--- src/rtl/rom_arb_pkg.sv ---
// rtl/rom_arb_pkg.sv - shared owner/tag types and image constants for the ROM fetch arbiter
package rom_arb_pkg;

  localparam int IMG_W     = 400;
  localparam int IMG_H     = 300;
  localparam int ROM_DEPTH = IMG_W * IMG_H;

  typedef enum logic [1:0] {
    OWN_NONE = 2'd0,
    OWN_DISP = 2'd1,
    OWN_AUX  = 2'd2
  } owner_e;

  typedef struct packed {
    owner_e owner;
    logic   oor;
  } tag_t;

  localparam tag_t TAG_NONE = '{owner: OWN_NONE, oor: 1'b0};

endpackage

--- src/rtl/rom_tag_pipe.sv ---
// rtl/rom_tag_pipe.sv - fixed-depth delay line carrying the owner/oor tag of each ROM slot
module rom_tag_pipe
  import rom_arb_pkg::*;
#(
  parameter int DEPTH = 2
) (
  input  logic clk,
  input  logic rst_n,
  input  tag_t tag_i,
  output tag_t head_o
);

  tag_t stage_q [DEPTH];

  always_ff @(posedge clk or negedge rst_n) begin
    if (!rst_n) begin
      for (int i = 0; i < DEPTH; i++) stage_q[i] <= TAG_NONE;
    end else begin
      stage_q[0] <= tag_i;
      for (int i = 1; i < DEPTH; i++) stage_q[i] <= stage_q[i-1];
    end
  end

  assign head_o = stage_q[DEPTH-1];

endmodule

--- src/rtl/rom_fetch_arbiter.sv ---
// rtl/rom_fetch_arbiter.sv - single-port image ROM shared by display (priority) and one aux requester
// Optional statistics counters: ROM_ARB_STATS_EN
module rom_fetch_arbiter #(
  parameter int ADDR_W    = 17,
  parameter int DATA_W    = 4,
  parameter int ROM_DEPTH = rom_arb_pkg::ROM_DEPTH,
  parameter int ROM_LAT   = 1
) (
  input  logic              clk,
  input  logic              rst_n,
  input  logic              disp_req,
  input  logic [ADDR_W-1:0] disp_addr,
  output logic              disp_valid,
  output logic [DATA_W-1:0] disp_data,
  input  logic              aux_req_valid,
  output logic              aux_req_ready,
  input  logic [ADDR_W-1:0] aux_addr,
  output logic              aux_rsp_valid,
  input  logic              aux_rsp_ready,
  output logic [DATA_W-1:0] aux_rsp_data,
  output logic              aux_rsp_err,
  output logic [ADDR_W-1:0] rom_addr,
  input  logic [DATA_W-1:0] rom_data
`ifdef ROM_ARB_STATS_EN
  ,
  output logic [15:0]       aux_grant_cnt,
  output logic [15:0]       aux_stall_cnt
`endif
);

  import rom_arb_pkg::*;

  logic              credit_q, credit_d;
  logic [ADDR_W-1:0] rom_addr_q, rom_addr_d;
  logic              rsp_valid_q;
  logic [DATA_W-1:0] rsp_data_q;
  logic              rsp_err_q;

  logic              aux_grant;
  logic              sel_oor;
  logic [ADDR_W-1:0] sel_addr;
  tag_t              issue_tag, head_tag;
  logic              head_disp, head_aux;
  logic [DATA_W-1:0] head_data;

  assign aux_req_ready = !disp_req && credit_q;
  assign aux_grant     = aux_req_valid && aux_req_ready;
  assign sel_addr      = disp_req ? disp_addr : aux_addr;
  assign sel_oor       = 32'(sel_addr) >= 32'(ROM_DEPTH);

  // Out-of-range slots still travel the pipe so the owner sees a zeroed reply.
  always_comb begin
    issue_tag  = TAG_NONE;
    rom_addr_d = rom_addr_q;
    if (disp_req || aux_grant) begin
      issue_tag.owner = disp_req ? OWN_DISP : OWN_AUX;
      issue_tag.oor   = sel_oor;
      if (!sel_oor) rom_addr_d = sel_addr;
    end
  end

  rom_tag_pipe #(
    .DEPTH (1 + ROM_LAT)
  ) u_tag_pipe (
    .clk    (clk),
    .rst_n  (rst_n),
    .tag_i  (issue_tag),
    .head_o (head_tag)
  );

  assign head_disp = head_tag.owner == OWN_DISP;
  assign head_aux  = head_tag.owner == OWN_AUX;
  assign head_data = head_tag.oor ? '0 : rom_data;

  assign disp_valid = head_disp;
  assign disp_data  = head_disp ? head_data : '0;

  // The head cycle presents ROM data directly; the register only holds it under backpressure.
  assign aux_rsp_valid = rsp_valid_q || head_aux;
  assign aux_rsp_data  = rsp_valid_q ? rsp_data_q : (head_aux ? head_data : '0);
  assign aux_rsp_err   = rsp_valid_q ? rsp_err_q : (head_aux && head_tag.oor);

  always_comb begin
    credit_d = credit_q;
    if (aux_grant) credit_d = 1'b0;
    if (aux_rsp_valid && aux_rsp_ready) credit_d = 1'b1;
  end

  always_ff @(posedge clk or negedge rst_n) begin
    if (!rst_n) begin
      credit_q    <= 1'b1;
      rom_addr_q  <= '0;
      rsp_valid_q <= 1'b0;
      rsp_data_q  <= '0;
      rsp_err_q   <= 1'b0;
    end else begin
      credit_q   <= credit_d;
      rom_addr_q <= rom_addr_d;
      if (head_aux && !aux_rsp_ready) begin
        rsp_valid_q <= 1'b1;
        rsp_data_q  <= head_data;
        rsp_err_q   <= head_tag.oor;
      end else if (rsp_valid_q && aux_rsp_ready) begin
        rsp_valid_q <= 1'b0;
      end
    end
  end

  assign rom_addr = rom_addr_q;

`ifdef ROM_ARB_STATS_EN
  logic [15:0] grant_cnt_q, stall_cnt_q;

  always_ff @(posedge clk or negedge rst_n) begin
    if (!rst_n) begin
      grant_cnt_q <= '0;
      stall_cnt_q <= '0;
    end else begin
      if (aux_grant && grant_cnt_q != 16'hFFFF) grant_cnt_q <= grant_cnt_q + 16'd1;
      if (aux_req_valid && !aux_req_ready && stall_cnt_q != 16'hFFFF)
        stall_cnt_q <= stall_cnt_q + 16'd1;
    end
  end

  assign aux_grant_cnt = grant_cnt_q;
  assign aux_stall_cnt = stall_cnt_q;
`endif

endmodule

--- config.mk ---
export PLATFORM = sky130hd
export DESIGN_NAME = rom_fetch_arbiter
export DESIGN_NICKNAME = d
export VERILOG_FILES = /design/src/rtl/rom_arb_pkg.sv /design/src/rtl/rom_tag_pipe.sv /design/src/rtl/rom_fetch_arbiter.sv
export SDC_FILE = /design/constraint.sdc
export NUM_CORES = 1
export LEC_CHECK = 0
export BUFFER_PORTS_ARGS = -buffer_cell sky130_fd_sc_hd__buf_2
export CORE_MARGIN = 5
export CORE_UTILIZATION = 46
export CTS_CLUSTER_DIAMETER = 60
export CTS_CLUSTER_SIZE = 28
export DETAILED_ROUTE_END_ITERATION = 10
export PLACE_DENSITY = 0.77
export SYNTH_ARGS = -nofsm -noshare
export SYNTH_HDL_FRONTEND = slang
export SYNTH_SLANG_ARGS = --single-unit
--- constraint.sdc ---
create_clock -name clk -period 1.6 [get_ports clk]
set_input_delay 0.08 -clock clk [delete_from_list [all_inputs] [get_ports clk]]
set_output_delay 0.08 -clock clk [all_outputs]
set_load 0.005 [all_outputs]
==> impl_results.html <==
<table>
<tr><th>Metric</th><th>Value</th></tr>
<tr><th colspan="2">Status</th></tr>
<tr><td>Status</td><td>complete, no violations</td></tr>
<tr><th colspan="2">Layout</th></tr>
<tr><td>Final Instance Count excl. Fillers</td><td>256</td></tr>
<tr><td>Multi-input gate area in the final layout</td><td>706 um2</td></tr>
<tr><td>Antenna Diode Count</td><td>0</td></tr>
<tr><td>FILL cells</td><td>about 250</td></tr>
<tr><td>Most common library cell in the layout ignoring fill and taps</td><td>sky130_fd_sc_hd__buf_2</td></tr>
<tr><td>Share of post-route cells with drive strength above 1</td><td>57.5%</td></tr>
<tr><td>Combined flip-flop and latch cell area</td><td>752 um2</td></tr>
<tr><td>Number of nets in the layout</td><td>254</td></tr>
<tr><td>Commonest cells after routing, fill and taps aside</td><td>71 x sky130_fd_sc_hd__buf_2, 29 x sky130_fd_sc_hd__dfrtp_1, 20 x sky130_fd_sc_hd__mux2_2</td></tr>
<tr><td>Area growth, synth to finish</td><td>39.6%</td></tr>
<tr><th colspan="2">Power</th></tr>
<tr><td>Leakage power of the design</td><td>roughly 1.1 nW</td></tr>
<tr><td>Fraction of power consumed by combinational cells</td><td>26.2%</td></tr>
<tr><td>Share of total power in sequential cells</td><td>41.8%</td></tr>
<tr><td>Proportion of total power due to net switching</td><td>26.0%</td></tr>
<tr><td>Internal power component</td><td>1.87 mW</td></tr>
<tr><td>Cell Pwr Density</td><td>roughly 1200 nW/um2</td></tr>
<tr><td>Sum of internal, switching and leakage power</td><td>between 2 and 3 mW</td></tr>
<tr><td>Switching Power</td><td>0.658 mW</td></tr>
<tr><td>Share of power burned in the clock network</td><td>32.0%</td></tr>
<tr><td>Worst VDD drop</td><td>0.725 mV</td></tr>
<tr><th colspan="2">Timing</th></tr>
<tr><td>Max transition margin</td><td>55.9%</td></tr>
<tr><td>Fmax</td><td>663 MHz</td></tr>
<tr><td>Share of the clock period used by the worst path after layout</td><td>94.2%</td></tr>
<tr><td>Unrepaired setup endpoints after global routing</td><td>no</td></tr>
<tr><td>Number of pins with negative max-slew slack in the final report</td><td>0</td></tr>
<tr><td>Setup violation total in the final timing report</td><td>0</td></tr>
<tr><td>Shortest period the worst path allows</td><td>1510 ps</td></tr>
<tr><td>Transition at the pin with the smallest max-transition slack</td><td>661 ps</td></tr>
<tr><td>Worst clock skew on the final layout</td><td>12.4 ps</td></tr>
<tr><td>Hold violation total from the final report</td><td>0</td></tr>
<tr><th colspan="2">Detailed routing</th></tr>
<tr><td>Drt pass-1 iters</td><td>4</td></tr>
<tr><td>Overall routed net length</td><td>3620 um</td></tr>
<tr><td>Via Count</td><td>1246</td></tr>
<tr><td>Post-detailed-route wirelength per cell</td><td>14.1 um</td></tr>
<tr><td>Count of routing violations after the opening detailed-route iteration</td><td>30</td></tr>
<tr><td>Number of nets still failing antenna checks after routing</td><td>0</td></tr>
<tr><td>Post-detailed-route DRC marker count</td><td>0</td></tr>
<tr><td>DR vias/cell</td><td>4.87</td></tr>
<tr><th colspan="2">Synthesis</th></tr>
<tr><td>Mapped Avg Cell Area</td><td>approximately 12 um2</td></tr>
<tr><td>Cell area after synthesis</td><td>1520 um2</td></tr>
<tr><td>Gate count after technology mapping</td><td>126</td></tr>
<tr><td>Number of nets in the synthesized netlist</td><td>~170</td></tr>
<tr><td>Yosys cell types</td><td>28</td></tr>
<tr><td>Number of synthesized register bits</td><td>30</td></tr>
<tr><td>Count of flip-flops with a built-in enable after synthesis</td><td>0</td></tr>
<tr><td>Commonest register cell after synthesis</td><td>sky130_fd_sc_hd__dfrtp_1</td></tr>
<tr><td>YS warnings</td><td>0</td></tr>
<tr><td>Fraction of registers with async set/reset</td><td>100%</td></tr>
<tr><td>Post-synthesis sequential area ratio</td><td>between 40% and 50%</td></tr>
<tr><th colspan="2">Die</th></tr>
<tr><td>Vertical extent of the die</td><td>67.4 um</td></tr>
<tr><td>Die area</td><td>roughly 4500 um2</td></tr>
<tr><td>Effective utilization at floorplan</td><td>between 40% and 50%</td></tr>
<tr><td>Site Rows</td><td>20</td></tr>
<tr><td>Die width</td><td>67.4 um</td></tr>
<tr><td>Standard cell core area</td><td>slightly above 3000 um2</td></tr>
<tr><td>Top-Level Pins</td><td>72</td></tr>
<tr><th colspan="2">Place</th></tr>
<tr><td>Input/output buffers</td><td>71</td></tr>
<tr><td>Placed Cells incl. Taps</td><td>245</td></tr>
<tr><td>Detailed-placement wirelength estimate</td><td>approximately 2800 um</td></tr>
<tr><td>Gp weighted congestion</td><td>0.806</td></tr>
<tr><th colspan="2">Setup path</th></tr>
<tr><td>Worst Path Arrival</td><td>1730 ps</td></tr>
<tr><td>Classification of the worst setup path</td><td>in -&gt; reg</td></tr>
<tr><td>Depth of the worst register-to-register path</td><td>4</td></tr>
<tr><td>Crit path max fanout</td><td>13</td></tr>
<tr><td>Startpoint of the worst register-to-register path</td><td>credit_q</td></tr>
<tr><td>Kind of start point of the critical path</td><td>input port</td></tr>
<tr><td>Worst reg2reg endpoint</td><td>rom_addr[8]</td></tr>
<tr><td>Required time of the critical path</td><td>around 1800 ps</td></tr>
<tr><td>Setup slack, reg-to-reg</td><td>130 ps</td></tr>
<tr><td>Critical path capture point type</td><td>flop</td></tr>
<tr><th colspan="2">Min path</th></tr>
<tr><td>Type of the worst min-delay path</td><td>in -&gt; reg</td></tr>
<tr><td>Endpoint of the worst hold path</td><td>rsp_data_q[2]</td></tr>
<tr><td>Hold-critical path depth</td><td>3</td></tr>
<tr><td>Startpoint of the lowest-slack hold path</td><td>rom_data[2]</td></tr>
<tr><th colspan="2">Clock network</th></tr>
<tr><td>Clock Tree Root</td><td>sky130_fd_sc_hd__clkbuf_4</td></tr>
<tr><td>Maximum root-to-sink buffer count</td><td>2</td></tr>
<tr><td>Number of levels in the clock H-tree</td><td>2</td></tr>
<tr><td>Total CTS buffers</td><td>5</td></tr>
<tr><td>Cts repair resizes</td><td>0</td></tr>
<tr><td>Count of clock tree sinks</td><td>30</td></tr>
<tr><td>Clock slew at the register clock pins of the worst setup and hold paths</td><td>around 100 ps</td></tr>
<tr><td>CTS tree</td><td>done</td></tr>
<tr><td>Post-CTS repair timing setup buffer count</td><td>0</td></tr>
<tr><td>Worst skew pair latency</td><td>~340 ps</td></tr>
<tr><th colspan="2">Global routing</th></tr>
<tr><td>Global routing usage summed across all routing layers</td><td>18.4%</td></tr>
<tr><td>Number of antenna violations at the first check in global routing</td><td>0</td></tr>
<tr><td>Pin count of the biggest net entering global routing</td><td>31</td></tr>
<tr><td>Vias in the first global route</td><td>1380</td></tr>
<tr><td>Wire length of the first global-routing pass</td><td>approximately 6100 um</td></tr>
<tr><td>Grt total ovfl</td><td>0</td></tr>
<tr><th colspan="2">Job</th></tr>
<tr><td>Max-cap check violation count</td><td>0</td></tr>
</table>
## power by group through the flow
| stage | Combinational, mW | Clock [mW] | Sequential, mW |
|---|---|---|---|
| floorplan | 0.374 | 0 | 1.06 |
| global placement | 0.642 | 0 | 1.06 |
| detailed placement | 0.665 | 0 | 1.07 |
| CTS | 0.672 | 0.814 | 1.06 |
| global route | 0.731 | 0.856 | 1.09 |
| finish | 0.662 | 0.807 | 1.06 |
## how the worst max path moves through the flow
stage | startpoint | endpoint | slack, ps
floorplan | disp_req | rom_addr[0] | -170
global placement | disp_req | rom_addr[4] | -230
detailed placement | disp_req | rom_addr[5] | -260
CTS | disp_req | rom_addr[8] | 100
global route | disp_req | rom_addr[7] | 9
finish | disp_req | rom_addr[8] | 90
## registers in the layout (all words and copies together) (netlist names)
register and flops:
u_tag_pipe.head_o 3, rsp_valid_q 1, credit_q 1, u_tag_pipe.stage_q 3, rsp_err_q 1, rsp_data_q 4
rom_addr 17
## critical path: stages
cell,delay (ps)
sky130_fd_sc_hd__buf_2,170
sky130_fd_sc_hd__mux2_4,320
sky130_fd_sc_hd__and2_1,160
sky130_fd_sc_hd__a211o_1,280
sky130_fd_sc_hd__a31oi_4,210
sky130_fd_sc_hd__buf_12,170
sky130_fd_sc_hd__mux2_2,340
## metal layers
metal  vias to the layer above  share of wire (%)  GRT usage (%)
li1                        609                  -              -
met1                       575                 41           20.0
met2                        57                 48           31.7
met3                         5                9.2           6.16
met4                         0                1.7           9.37
met5                         -                  0              0
## synth_stat cells (3+ instances only)
cell	instances	area share [%]
sky130_fd_sc_hd__dfrtp_1	29	48
sky130_fd_sc_hd__mux2_2	22	16
sky130_fd_sc_hd__nand2_1	12	3.0
sky130_fd_sc_hd__nand2b_1	8	3.3
sky130_fd_sc_hd__mux2_4	7	6.9
sky130_fd_sc_hd__nor2_1	6	1.5
sky130_fd_sc_hd__o21ai_0	6	2.0
sky130_fd_sc_hd__o31ai_1	4	2.0
sky130_fd_sc_hd__a2bb2oi_1	3	1.7
sky130_fd_sc_hd__clkbuf_1	3	0.74
sky130_fd_sc_hd__inv_1	3	0.74
sky130_fd_sc_hd__mux2i_1	3	2.0
## kinds of logic (layout without fill, tap and decap cells)
kind of cell	count (synthesis)	in the layout	synth area share (%)
compound gates	20	20	9.75
buf+inv	10	96	4.29
flops	30	30	49.6
mux	32	32	25.3
simple gates	34	34	11.1
## repair_timing
item	CTS	global route
hold buffers	3	0
endpoints found under the hold margin	32	0
setup endpoints to repair	0	0
## area by class of cell
class,instances,share of cell area [%]
clock inverter,2,2.84
sequential,30,35.5
clock buffer,6,2.42
timing repair buffer,85,22.7
inverter,3,0.532
tap,44,2.60
multi-input combinational,86,33.4
## metrics by stage
step	utilization (%)	setup TNS (ps)	setup slack (ps)	instance area, um2	hold slack, ps
3_3_place_gp	63.6	-3010	-233	1970	138
6_report	68.2	0	92.3	2120	80.5
5_1_grt	68.2	0	8.58	2120	89.4
4_1_cts	68.2	0	99.8	2120	76.7
3_5_place_dp	63.6	-3470	-259	1970	148
2_1_floorplan	-	-1730	-173	1530	-216
Power figures use the tool's default switching activity.
